[config.mk]
export PLATFORM = sky130hd
export DESIGN_NAME = cdc_handshake_tx
export DESIGN_NICKNAME = d
export VERILOG_FILES = /design/src/rtl/cdc_handshake_tx.sv
export SDC_FILE = /design/constraint.sdc
export NUM_CORES = 1
export LEC_CHECK = 0
export ABC_CLOCK_PERIOD_IN_PS = 3500
export CAP_MARGIN = 40
export CORE_MARGIN = 3
export CORE_UTILIZATION = 43
export DETAILED_ROUTE_END_ITERATION = 8
export PLACE_DENSITY = 0.84
export SLEW_MARGIN = 20
export SYNTH_ARGS = -nofsm -noshare
export SYNTH_HDL_FRONTEND = slang
export SYNTH_SLANG_ARGS = --single-unit
[constraint.sdc]
create_clock -name clkb -period 3.5 [get_ports clkb]
set_input_delay 0.525 -clock clkb [delete_from_list [all_inputs] [get_ports clkb]]
set_output_delay 0.525 -clock clkb [all_outputs]
set_load 0.02 [all_outputs]
[src/rtl/cdc_handshake_tx.sv]
// cdc_handshake_tx: source side of a 2-phase (toggle) req/ack handshake.
// A word accepted on in_valid/in_ready is held on xfer_data while xfer_req
// toggles once; the far side returns an ack toggle on ack_async, which is
// synchronized into clkb before use.
// Optional build macro: CDC_TX_TIMEOUT_EN adds a sticky ack-overdue flag.
// SYNC_STAGES legal range is 2..4.
module cdc_handshake_tx #(
    parameter int unsigned DATA_W      = 24,
    parameter int unsigned SYNC_STAGES = 2,
    parameter int unsigned TIMEOUT_CYC = 1023
) (
    input  logic              clkb,
    input  logic              rst_n,
    input  logic              in_valid,
    input  logic [DATA_W-1:0] in_data,
    output logic              in_ready,
    output logic [DATA_W-1:0] xfer_data,
    output logic              xfer_req,
    input  logic              ack_async,
    output logic              done,
    output logic              proto_err,
    output logic              timeout_err
);

    typedef enum logic [0:0] {
        IDLE     = 1'b0,
        WAIT_ACK = 1'b1
    } state_t;

    state_t                  state_q;
    state_t                  state_d;
    logic [SYNC_STAGES-1:0]  ack_sync_q;
    logic                    ack_s;
    logic [DATA_W-1:0]       data_q;
    logic [DATA_W-1:0]       data_d;
    logic                    req_q;
    logic                    req_d;
    logic                    done_q;
    logic                    done_d;
    logic                    proto_q;
    logic                    proto_d;

    // Ack synchronizer chain; only the last stage feeds logic
    always_ff @(posedge clkb or negedge rst_n) begin
        if (!rst_n) begin
            ack_sync_q <= '0;
        end else begin
            ack_sync_q <= {ack_sync_q[SYNC_STAGES-2:0], ack_async};
        end
    end

    assign ack_s = ack_sync_q[SYNC_STAGES-1];

    // State and held-word registers
    always_ff @(posedge clkb or negedge rst_n) begin
        if (!rst_n) begin
            state_q <= IDLE;
            data_q  <= '0;
            req_q   <= 1'b0;
            done_q  <= 1'b0;
            proto_q <= 1'b0;
        end else begin
            state_q <= state_d;
            data_q  <= data_d;
            req_q   <= req_d;
            done_q  <= done_d;
            proto_q <= proto_d;
        end
    end

    // Next state: accept in IDLE, wait for matching ack toggle in WAIT_ACK
    always_comb begin
        state_d = state_q;
        data_d  = data_q;
        req_d   = req_q;
        done_d  = 1'b0;
        proto_d = proto_q;
        case (state_q)
            IDLE: begin
                // An ack edge with nothing outstanding is a protocol violation
                if (ack_s != req_q) begin
                    proto_d = 1'b1;
                end
                if (in_valid) begin
                    data_d  = in_data;
                    req_d   = ~req_q;
                    state_d = WAIT_ACK;
                end
            end
            WAIT_ACK: begin
                if (ack_s == req_q) begin
                    state_d = IDLE;
                    done_d  = 1'b1;
                end
            end
            default: begin
                state_d = IDLE;
            end
        endcase
    end

    assign in_ready  = (state_q == IDLE);
    assign xfer_data = data_q;
    assign xfer_req  = req_q;
    assign done      = done_q;
    assign proto_err = proto_q;

`ifdef CDC_TX_TIMEOUT_EN
    localparam int unsigned      CNT_W   = $clog2(TIMEOUT_CYC + 1);
    localparam logic [CNT_W-1:0] CNT_MAX = CNT_W'(TIMEOUT_CYC);

    logic [CNT_W-1:0] tmo_cnt_q;
    logic             tmo_err_q;

    // Count WAIT_ACK cycles; flag is set on the edge the count reaches the limit
    always_ff @(posedge clkb or negedge rst_n) begin
        if (!rst_n) begin
            tmo_cnt_q <= '0;
            tmo_err_q <= 1'b0;
        end else if ((state_q == IDLE) && (state_d == WAIT_ACK)) begin
            tmo_cnt_q <= '0;
        end else if (state_q == WAIT_ACK) begin
            if (tmo_cnt_q != CNT_MAX) begin
                tmo_cnt_q <= tmo_cnt_q + 1'b1;
            end
            if (tmo_cnt_q >= (CNT_MAX - 1'b1)) begin
                tmo_err_q <= 1'b1;
            end
        end
    end

    assign timeout_err = tmo_err_q;
`else
    logic unused_tmo_cfg;

    assign unused_tmo_cfg = ^TIMEOUT_CYC;
    assign timeout_err    = 1'b0;
`endif

endmodule

==> run_results.csv <==
group,metric,value,unit
drt,drt-initial-drc-count,8,
timing,finalCritPeriodShare,57.1,%
final_layout,nNetsFinal,155,
timing,drv_slew,0,
worst_setup_path,cp-start-kind,"flop",
global_route,antenna_found_initial,0,
worst_setup_path,crit_chain,"inv_1 > clkdlybuf4s50_1",
synthesis,avgSynthCellArea,18.0,um^2
hold_path,hold_path.class,"flop to flop",
floorplanning,pin_count,57,
floorplanning,die_height,58.9,um
worst_setup_path,cp.required,2.97,ns
synthesis,yosysMostFrequentCell,"dfrtp_1",
power_and_ir_drop,peakVddDrop,0.590,mV
worst_setup_path,cp-end-kind,"output port",
final_layout,drive_above_1_share,26.6,%
floorplanning,rows,18,
synthesis,yosys.cell_types.count,15,
floorplanning,initial_core_util,46.9,%
timing,max_freq,0.501,GHz
timing,period_minus_slack,2.00,ns
synthesis,yosys.area.top_type,"dfrtp_1",
power_and_ir_drop,p_total,1.71,mW
timing,clock_skew,0.00567,ns
placed_design,placed_area,1780,um^2
synthesis,synth.yosys.seq_area_share,62.3,%
drt,drtAntennaViolNets,0,
placed_design,io_buffers,55,
global_route,grt_pass1_vias,835,
floorplanning,die_area,3470,um^2
status,outcome,"completed",
cts,htreeDepth,2,
cts,path_clk_slew,0.08,ns
drt,drcViolationCount,0,
floorplanning,die_x,58.9,um
worst_setup_path,cp_max_fo,6,
worst_setup_path,slowest_stage,"clkdlybuf4s50_1",
synthesis,syn_nets,95,
job,cap_violations,0,
timing,rsz0062_at_grt,"false",
synthesis,synth-edff-count,0,
final_layout,num_antenna_cells,0,
synthesis,yosysTopAreaCellShare,62.3,%
final_layout,post-route-cell-area,1840,um^2
drt,drt-total-wl,2450,um
cts,cts_resized,0,
worst_setup_path,arrival,1.47,ns
drt,vias,747,
cts,worstSkewPairLatency,0.32,ns
synthesis,netlist_top_cells_area,"dfrtp_1 62%, mux2_4 24%, mux2_2 4.7%",
worst_setup_path,crit_type,"flop to output port",
global_route,grt_max_degree,31,
timing,setup_viol,0,
global_route,grt_pass1_wl,4050,um
cts,cts_buffers,5,
cts,cts_hold_repair.buffers,0,
synthesis,synth_cells,67,
placed_design,hpwlAfterDp,1810,um
cts,clock_sinks,30,
cts,cts_tree,"yes",
synthesis,ys_warn_count,0,
cts,clock_path_buffers,2,
power_and_ir_drop,power_density,929,nW/um^2
final_layout,syn_to_final_growth,52.4,%
cts,postCtsSetupBuffers,0,
cts,root_buffer,"clkbuf_4",
timing,finalHoldViolations,0,
drt,dr.pass1.iters,4,
drt,viasPerCell,4.73,
power_and_ir_drop,p_leak,0.809,nW
worst_setup_path,slowest_delay,0.61,ns
global_route,grt_use_total,16.4,%
synthesis,ys_seq_elements,30,
synthesis,synthTopCellsByCount,"30 x dfrtp_1, 19 x mux2_4, 5 x mux2_2",
drt,post_drt_wl_per_cell,15.5,um
floorplanning,core,2570,um^2
global_route,grt-ovfl-total,0,
synthesis,ys.flop_type,"dfrtp_1",
placed_design,gp_congestion,0.687,
synthesis,async_reset_ff_share,100,%
synthesis,syn_area,1200,um^2
timing,finalSetupTns,0,ns
==> worst paths after layout <==
path / cells past startpoint / startpoint / end / slack, ns
max: 2 / state_q / in_ready / 1.50
min: 0 / ack_sync_q[0] / ack_sync_q[1] / 0.36
max reg2reg: 3 / state_q / xfer_data[18] / 1.92
min reg2reg: 0 / ack_sync_q[0] / ack_sync_q[1] / 0.36
max in group asynchronous: 2 / rst_n / proto_err / 2.65
min in group asynchronous: 2 / rst_n / xfer_data[20] / 0.58
==> layout by cell type, fill, tap and decap left out, types with 5 or more instances in the layout <==
cell	n
clkdlybuf4s50_1	55
clkbuf_4	5
mux2_4	19
mux2_2	5
dfrtp_1	30
==> state kept, by name, indices dropped and copies added, names as in the netlist <==
signal and flops:
xfer_req 1, xfer_data 24, proto_err 1, done 1, state_q 1, ack_sync_q 2
==> report_power, final <==
group | total [mW] | switching (mW) | internal [mW]
clock | 0.211 | 0.113 | 0.0972
combinational | 0.892 | 0.372 | 0.521
sequential | 0.604 | 0.0970 | 0.507
==> per-layer routing <==
layer,up-vias,routed length (um),GRT usage [%]
li1,342,-,-
met1,358,1000,19.3
met5,-,0,0
met3,4,276,8.33
met4,0,29,5.83
met2,43,1140,25.9
==> per-stage QoR <==
step           cells  util (%)  hold slack (ns)  worst slack [ns]
2_1_floorplan     67         -            0.229              2.14
3_3_place_gp     149      68.1            0.333              1.21
3_5_place_dp     150      69.2            0.337              1.32
4_1_cts          158      71.5            0.357              1.47
5_1_grt          158      71.5            0.379              1.41
6_report         158      71.5            0.355              1.50
==> critical path, delay by kind of cell (launching register included) <==
kind | cells | cell delay [ns]
buffers and inverters | 2 | 0.70
flip-flops | 1 | 0.46
==> cell type report <==
class / count / area [um^2]
repair buffers: 57 / 586
multi-input cells: 32 / 399
fillers: 193 / 731
clock inverters: 1 / 5.00
flip-flops and latches: 30 / 751
clock buffers: 7 / 55.1
well taps: 30 / 37.5
inverters: 1 / 3.75
==> logic make-up after synthesis <==
logic type	after synthesis	share of synthesized area [%]
flops	30	62.3
mux	24	28.3
buf+inv	5	5.19
simple gates	3	1.35
compound gates	2	1.04
xor+xnor	2	1.45
other cells	1	0.311
No activity file was read; power rests on OpenSTA's default activity.
